## src/rtl/add_arb_pkg.sv

```systemverilog
// Shared types for the add_arb controller: FSM states, per-op tag and default sizing.
// N and the tag index width are fixed here; the top's N parameter must match ARB_N.
package add_arb_pkg;
   localparam int ARB_N   = 4;
   localparam int ARB_W   = 8;
   localparam int ARB_LAT = 2;
   localparam int IDX_W   = $clog2(ARB_N);

   typedef enum logic [1:0] {RUN, DRAIN, PAUSED} state_t;

   typedef struct packed {
      logic             valid;
      logic [IDX_W-1:0] idx;
   } tag_t;

   function automatic logic [ARB_N-1:0] onehot(input logic [IDX_W-1:0] i);
      return ARB_N'(1) << i;
   endfunction
endpackage

```

## src/rtl/rr_arbiter.sv

```systemverilog
// Round-robin grant with a rotating priority pointer; i_lock_hold keeps the pointer on the winner.
module rr_arbiter
   import add_arb_pkg::*;
#(
   parameter int N = ARB_N
)(
   input  logic             i_clk,
   input  logic             i_rst,
   input  logic             i_en,
   input  logic [N-1:0]     i_req,
   input  logic [N-1:0]     i_lock_hold,
   output logic [N-1:0]     o_gnt,
   output logic [IDX_W-1:0] o_idx
);
   logic [IDX_W-1:0] r_ptr;
   logic             w_found;

   // First requester at or after r_ptr, scanning upward modulo N
   always_comb begin
      w_found = 1'b0;
      o_idx   = '0;
      for (int k = 0; k < N; k++) begin
         if (!w_found && i_req[(int'(r_ptr) + k) % N]) begin
            w_found = 1'b1;
            o_idx   = IDX_W'((int'(r_ptr) + k) % N);
         end
      end
      o_gnt = (i_en && w_found) ? onehot(o_idx) : '0;
   end

   always_ff @(posedge i_clk) begin
      if (i_rst)
         r_ptr <= '0;
      else if (i_en && w_found)
         r_ptr <= i_lock_hold[o_idx] ? o_idx :
                  (o_idx == IDX_W'(N - 1)) ? '0 : o_idx + 1'b1;
   end
endmodule

```

## src/rtl/add_arb.sv

```systemverilog
// Shares one pipelined a+b+1 adder among N requesters, returning results by tag.
// Optional ADD_ARB_LOCK_EN adds i_lock so a locked winner keeps the round-robin pointer.
module add_arb
   import add_arb_pkg::*;
#(
   parameter int N   = ARB_N,
   parameter int W   = ARB_W,
   parameter int LAT = ARB_LAT
)(
   input  logic           i_clk,
   input  logic           i_rst,
   input  logic [N-1:0]   i_req,
   input  logic [N*W-1:0] i_req_a,
   input  logic [N*W-1:0] i_req_b,
`ifdef ADD_ARB_LOCK_EN
   input  logic [N-1:0]   i_lock,
`endif
   output logic [N-1:0]   o_gnt,
   input  logic           i_pause,
   output logic           o_idle,
   output logic           o_add_start,
   output logic [W-1:0]   o_add_a,
   output logic [W-1:0]   o_add_b,
   input  logic [W-1:0]   i_add_y,
   input  logic           i_add_valid,
   output logic [N-1:0]   o_rsp_valid,
   output logic [W-1:0]   o_rsp_y,
   output logic           o_err
);
   state_t           r_state, w_next;
   tag_t [LAT:0]     r_tag;
   logic             w_run, w_xfer, w_busy, w_ret;
   logic [N-1:0]     w_lock_hold;
   logic [IDX_W-1:0] w_idx;
   logic [W-1:0]     w_a, w_b;

`ifdef ADD_ARB_LOCK_EN
   assign w_lock_hold = i_lock;
`else
   assign w_lock_hold = '0;
`endif

   rr_arbiter #(.N(N)) u_arb (
      .i_clk       (i_clk),
      .i_rst       (i_rst),
      .i_en        (w_run),
      .i_req       (i_req),
      .i_lock_hold (w_lock_hold),
      .o_gnt       (o_gnt),
      .o_idx       (w_idx)
   );

   assign w_xfer = |(i_req & o_gnt);

   always_comb begin
      w_a = '0;
      w_b = '0;
      for (int k = 0; k < N; k++) begin
         if (w_idx == IDX_W'(k)) begin
            w_a = i_req_a[k*W +: W];
            w_b = i_req_b[k*W +: W];
         end
      end
   end

   always_ff @(posedge i_clk) begin
      if (i_rst) begin
         o_add_start <= 1'b0;
         o_add_a     <= '0;
         o_add_b     <= '0;
      end else begin
         o_add_start <= w_xfer;
         if (w_xfer) begin
            o_add_a <= w_a;
            o_add_b <= w_b;
         end
      end
   end

   // Stage LAT lines up with i_add_valid for the op issued LAT+1 cycles earlier
   always_ff @(posedge i_clk) begin
      if (i_rst) begin
         r_tag <= '0;
      end else begin
         r_tag[0] <= '{valid: w_xfer, idx: w_idx};
         for (int s = 1; s <= LAT; s++)
            r_tag[s] <= r_tag[s-1];
      end
   end

   always_comb begin
      w_busy = 1'b0;
      for (int s = 0; s <= LAT; s++)
         w_busy = w_busy | r_tag[s].valid;
   end

   assign w_ret = r_tag[LAT].valid & i_add_valid;

   always_ff @(posedge i_clk) begin
      if (i_rst) begin
         o_rsp_valid <= '0;
         o_rsp_y     <= '0;
         o_err       <= 1'b0;
      end else begin
         o_rsp_valid <= w_ret ? onehot(r_tag[LAT].idx) : '0;
         if (w_ret)
            o_rsp_y <= i_add_y;
         if (i_add_valid != r_tag[LAT].valid)
            o_err <= 1'b1;
      end
   end

   always_ff @(posedge i_clk) begin
      if (i_rst) r_state <= RUN;
      else       r_state <= w_next;
   end

   always_comb begin
      w_next = r_state;
      case (r_state)
         RUN:     if (i_pause) w_next = DRAIN;
         DRAIN:   if (!w_busy) w_next = PAUSED;
         PAUSED:  if (!i_pause) w_next = RUN;
         default: w_next = RUN;
      endcase
   end

   always_comb begin
      w_run  = (r_state == RUN);
      o_idle = (r_state == PAUSED);
   end
endmodule

```

## config.mk

```make
export PLATFORM = sky130hd
export DESIGN_NAME = add_arb
export DESIGN_NICKNAME = d
export VERILOG_FILES = /design/src/rtl/add_arb_pkg.sv /design/src/rtl/rr_arbiter.sv /design/src/rtl/add_arb.sv
export SDC_FILE = /design/constraint.sdc
export NUM_CORES = 1
export LEC_CHECK = 0
export BUFFER_PORTS_ARGS = -buffer_cell sky130_fd_sc_hd__buf_2
export CAP_MARGIN = 20
export CORE_ASPECT_RATIO = 1.1
export CORE_MARGIN = 2
export CORE_UTILIZATION = 48
export CTS_CLUSTER_SIZE = 14
export DETAILED_ROUTE_END_ITERATION = 16
export GPL_TIMING_DRIVEN = 0
export MAX_ROUTING_LAYER = met4
export PLACE_DENSITY = 0.85
export SYNTH_ARGS = -nofsm -noshare
export SYNTH_HDL_FRONTEND = slang
export SYNTH_SLANG_ARGS = --single-unit
export TNS_END_PERCENT = 1
```

## constraint.sdc

```tcl
create_clock -name i_clk -period 4.2 [get_ports i_clk]
set_input_delay 0.63 -clock i_clk [delete_from_list [all_inputs] [get_ports i_clk]]
set_output_delay 0.63 -clock i_clk [all_outputs]
set_load 0.02 [all_outputs]
```

==> flow_summary.yaml, run 1 <==
status:
  status: "complete, no violations"
synthesis:
  seq_area_frac_synth_pct: 40.0
  synth.distinct_cells: 36
  synth.avg_cell_area_um2: 8.73
  synth_fp_nets: 326
  synthArstFlopShare_pct: 0
  synth-seq-cells: 42
  ys.flop_type: "dfxtp_1"
  ys_warn_count: 0
  synthesis.area_um2: 2100
  netlist_instances: 241
  synth-edff-count: 0
detailed_routing:
  routedWlPerCell_um: 14.8
  ant_nets: 0
  drc_errors: 0
  num_vias: 2271
  drtPass1Iterations: 4
  drt-initial-drc-count: 87
  finalWirelength_um: 6150
  avgViaCountPerCell: 5.46
global_routing:
  grt_overflow_total: 0
  grt_max_degree: 16
  grt_pass1_wl_um: 9720
  grt.total_usage_pct: 26.9
  antenna_found_initial: 0
  first_global_vias: 2143
critical_path:
  cp_max_fo: 10
  critPathCaptureType: "output pin"
  path_cells: "buf_2, a21oi_1, o21a_1, o22ai_1, ha_1, clkbuf_1, clkbuf_1, and2_1, buf_2"
  crit_arrival_ps: 2770
  required_ps: 3570
  critPathMaxStageDelay_ps: 390
  crit_slowest_cell: "clkbuf_1"
  cp-start-kind: "input pin"
  critPathKind: "input pin to output pin"
cells_and_area:
  stdcell_area_um2: 2830
  ff_latch_area_um2: 841
  nFillCells: 369
  area_growth_pct: 34.5
  multiInputGateArea_um2: 1150
  diodes: 0
  drive_above_1_share_pct: 36.7
  nNetsFinal: 446
floorplan:
  die_width_um: 67.1
  initial_utilization_pct: 49.4
  die_area_um2: 4930
  rows: 25
  die_h_um: 73.4
  core_area_um2: 4250
  num_io_pins: 115
clock_network:
  cts-buffers-inserted: 5
  clock_latency_ps: 300
  cts_hold_buf: 0
  cts_resized: 0
  cts.sinks: 42
  clk_path_buf_depth: 2
  postCtsSetupBuffers: 0
  cts-root-buf: "clkbuf_8"
  cts_tree: "done"
  htreeDepth: 2
  clk_transition_reported_paths_ps: 90
sta:
  rsz0062_at_grt: "false"
  slew_violations: 0
  max_freq_mhz: 294
  setup_viol: 0
  finalCriticalPeriod_ps: 3400
  slew_headroom_pct: 52.0
  period_share_pct: 80.9
  fin_worst_skew_ps: 4.97
  hold_viol_final: 0
  tns_ps: 0
  tightest_slew_ps: 715
place:
  io_buffers: 113
  dp_hpwl_um: 4740
  place_congestion: 0.885
  place_area_um2: 2740
power_and_ir_drop:
  p_per_area_nw_per_um2: 457
  p_leak_uw: 0.00132
  ir_drop_v: 0.000246
job:
  max-cap-violations: 0
min_path:
  hold_path.class: "flop to flop"
## layer usage
layer / track usage, % / wire (µm)
met1: 31.8 / 2510
met2: 43.1 / 2950
met3: 4.44 / 387
met4: 15.4 / 297
met5: - / 0
## report_power, final
group	leakage, µW	internal [µW]	total (µW)	switching [µW]
combinational	0.000936	222	541	319
sequential	0.000342	451	482	30.3
clock	0.0000408	119	270	151
total	0.00132	792	1290	500
## cell usage after synthesis, types with 2 or more instances
library cell	instances	area share (%)
and2_1	3	0.89
a31o_1	10	4.2
nand2b_1	3	0.89
nor3b_1	16	5.7
a21oi_1	5	1.2
a21o_1	4	1.4
mux2i_1	10	4.8
nor2b_1	9	2.7
nor3_1	6	1.4
o211ai_1	12	4.3
ha_1	5	3.0
nor4_1	2	0.59
inv_1	4	0.71
nor4b_1	2	0.83
a221oi_1	4	1.7
dfxtp_1	42	40
a31o_2	2	0.83
nor2_1	28	5.0
nor4bb_1	2	0.95
nand2_1	26	4.6
buf_2	3	0.71
o22ai_1	18	5.4
clkbuf_1	11	2.0
buf_6	2	1.1
## worst paths after layout
check                              startpoint                       to  slack, ps  cells after the start
setup / recovery                     i_req[0]                 o_gnt[1]        800                      9
hold / removal            r_tag[0]$_SDFF_PP0_      r_tag[3]$_SDFF_PP0_        440                      1
setup reg to reg  u_arb.r_ptr[1]$_SDFFE_PP0N_  o_add_a[2]$_SDFFE_PP0P_       1530                      8
hold reg to reg           r_tag[0]$_SDFF_PP0_      r_tag[3]$_SDFF_PP0_        440                      1
## state kept, by name (all words and copies together) (netlist names)
signal and flops:
o_rsp_y 8, o_add_a 8, o_err 1, r_state 2, o_add_b 8, u_arb.r_ptr 2
o_rsp_valid 4, r_tag 9
## through the flow
stage / cells / setup WS [ps] / util, % / hold WS [ps] / power [µW]
3_3_place_gp: 408 / 905 / 64.3 / 414 / 1010
2_1_floorplan: 241 / 1190 / - / 414 / 855
5_1_grt: 416 / 642 / 66.5 / 452 / 1360
4_1_cts: 416 / 844 / 66.5 / 441 / 1290
6_report: 416 / 802 / 66.5 / 437 / 1290
3_5_place_dp: 408 / 839 / 64.3 / 424 / 1030
## critical path, delay by kind of cell
kind / cells / cell delay, ps
AOI/OAI and AO/OA: 3 / 590
and+or+nand+nor: 1 / 190
adders and majority gates: 1 / 310
buffers and inverters: 4 / 1060
## cell usage in the layout, fill, tap and decap left out, drive strengths merged, types with 3 or more instances in the layout
cell type and instances:
a21o 4, a21oi 5, a221oi 4, a31o 12, and2 3, buf 120, clkbuf 16, dfxtp 42
ha 5, inv 5, mux2i 10, nand2 26, nand2b 3, nor2 28, nor2b 9, nor3 6
nor3b 16, nor4 3, o211ai 12, o22ai 18
## area by class of cell
class	count	area share [%]
clock inverter	3	0.840
inverter	5	0.663
sequential	42	29.7
timing repair buffer	113	20.0
multi-input combinational	176	40.8
tap	54	2.39
clock buffer	5	2.43
buffer	18	3.18
## kinds of logic after synthesis
family / synth area share (%)
compound gates: 22.1
fa+ha+maj: 2.97
buf+inv: 5.17
flops: 40.0
mux: 4.76
simple gates: 25.0
No activity file was read; power rests on OpenSTA's default activity.
==> run 2: changes to the inputs <==
Settings changed: CORE_UTILIZATION 48 to 40, PLACE_DENSITY 0.85 to 0.76.
Clock period 4.2 ns to 2.8 ns, I/O delays scaled along.
==> run 2 against run 1 <==
  * Routed wire length shrank 1.5%
  * Sequential share of layout area shrank 0.32 points
  * Clock skew grew 2.2 ps
  * Global-route usage shrank 5.5 points
  * Worst hold slack lost 76 ps
  * Sequential power grew 50%
  * Combinational power grew 52%
  * Setup slack lost 710 ps
  * Clock power grew 47%
  * Core utilization shrank 9.6 points
  * Critical endpoint is now o_gnt[3]
==> flow_summary.yaml, run 2 (synthesized netlist as in run 1, its figures left out) <==
detailed_routing:
  drc_errors: 0
  avgViaCountPerCell: 5.25
  drt-initial-drc-count: 108
  finalWirelength_um: 6050
  ant_nets: 0
  routedWlPerCell_um: 14.4
  drtPass1Iterations: 4
  num_vias: 2207
clock_network:
  htreeDepth: 2
  cts-buffers-inserted: 5
  postCtsSetupBuffers: 0
  clk_path_buf_depth: 2
  cts-root-buf: "clkbuf_8"
  cts_tree: "done"
  cts.sinks: 42
  clock_latency_ps: 290
  clk_transition_reported_paths_ps: 90
critical_path:
  r2r_start: "u_arb.r_ptr[1]$_SDFFE_PP0N_"
  rr_worst_depth: 11
  critPathCaptureType: "output pin"
  endpoint: "o_gnt[3]"
  r2r_slack_ps: 330
  cp_max_fo: 10
  crit_slowest_cell: "dfxtp_2"
  path_cells: "mux2i_1, o22ai_1, nor2_2, ha_2, clkinv_2, clkbuf_4, nor4_2, buf_2"
  required_ps: 2380
  crit_arrival_ps: 2290
  cp-start-kind: "flop"
  critPathMaxStageDelay_ps: 390
  reg2reg_to: "o_add_b[2]$_SDFFE_PP0P_"
  critPathKind: "flop to output pin"
  cp-startpoint: "u_arb.r_ptr[1]$_SDFFE_PP0N_"
floorplan:
  die_area_um2: 5850
  rows: 27
  die_width_um: 73.1
  num_io_pins: 115
  core_area_um2: 5030
  die_h_um: 80.1
  initial_utilization_pct: 41.8
sta:
  tns_ps: 0
  hold_ws_ps: 361
  max_freq_mhz: 369
  rsz0062_at_grt: "true"
  period_share_pct: 96.8
  finalCriticalPeriod_ps: 2710
  tightest_slew_ps: 718
  setup_viol: 0
  fin_worst_skew_ps: 7.20
  hold_viol_final: 0
  slew_headroom_pct: 51.8
  fin_ws_ps: 90.3
  slew_violations: 0
cells_and_area:
  final_common_cell: "buf_2"
  diodes: 0
  largest_reg_flops: 9
  nFillCells: 472
  drive_above_1_share_pct: 39.5
  instances_no_fill: 420
  area_growth_pct: 36.2
  top_register: "r_tag"
  nNetsFinal: 446
  layout_common_cells: "buf_2 (117), dfxtp_1 (41), nor2_1 (27)"
place:
  io_buffers: 113
  dp.cells: 412
  place_congestion: 0.854
  dp_hpwl_um: 4700
  dp_slack_ps: -210
global_routing:
  antenna_found_initial: 0
  grt_overflow_total: 0
  grt_max_degree: 16
  grt_pass1_wl_um: 9440
  first_global_vias: 2046
  grt.total_usage_pct: 21.4
min_path:
  worstHoldPathCells: 3
  hold_path.class: "input pin to flop"
  hp-start: "i_add_y[2]"
status:
  status: "complete, no violations"
power_and_ir_drop:
  p_per_area_nw_per_um2: 678
  p_leak_uw: 0.00134
  ir_drop_v: 0.000421
job:
  max-cap-violations: 0
[run 2: changes by cell type in the layout (fill, tap and decap cells not counted), sizes merged]
cell	previous run	this run
clkbuf	16	15
buf	120	121
[run 2: per-stage QoR]
stage | power, µW | area, µm² | util (%)
2_1_floorplan | 1280 | 2100 | -
3_3_place_gp | 1520 | 2740 | 54.5
3_5_place_dp | 1540 | 2740 | 54.5
4_1_cts | 1950 | 2860 | 56.8
5_1_grt | 2070 | 2860 | 56.9
6_report | 1940 | 2860 | 56.9
[run 2: routing by layer]
metal / global-route usage, % / up-vias / wire, µm
met5: - / - / 0
li1: - / 1115 / -
met2: 36.9 / 81 / 2940
met4: 6.30 / 0 / 94
met3: 3.89 / 8 / 345
met1: 25.2 / 1003 / 2670
[run 2: final cells by class]
class | instances | area, µm² | area share [%]
Buffer | 18 | 100 | 3.49
Clock buffer | 5 | 68.8 | 2.40
Clock inverter | 3 | 23.8 | 0.830
Inverter | 5 | 20.0 | 0.699
Multi-Input combinational cell | 176 | 1170 | 40.9
Sequential cell | 42 | 842 | 29.4
Tap cell | 58 | 72.6 | 2.53
Timing Repair Buffer | 113 | 566 | 19.7
[run 2: repair_timing]
item                       4_1_cts  5_1_grt
resized for setup               10        5
hold buffers                     0        0
pin swaps                        0        1
setup endpoints to repair        3        3
[run 2: worst min-delay path by stage]
stage	to	slack, ps
2_1_floorplan	r_tag[3]$_SDFF_PP0_	410
3_3_place_gp	r_tag[6]$_SDFF_PP0_	420
3_5_place_dp	r_tag[3]$_SDFF_PP0_	420
4_1_cts	o_rsp_y[6]$_SDFFE_PP0P_	360
5_1_grt	o_rsp_y[4]$_SDFFE_PP0P_	370
6_report	o_rsp_y[2]$_SDFFE_PP0P_	360
[run 2: worst max-delay path, delay by kind of cell (launching register included)]
family | cells | cell delay [ps]
AND/OR/NAND/NOR | 2 | 380
adder cells (fa/ha/maj) | 1 | 260
buffers and inverters | 3 | 600
flip-flops | 1 | 390
AO/OA/AOI/OAI | 1 | 140
multiplexers | 1 | 220
[run 2: power by group]
group / internal (µW) / switching (µW)
sequential: 678 / 46.1
clock: 178 / 218
combinational: 344 / 479
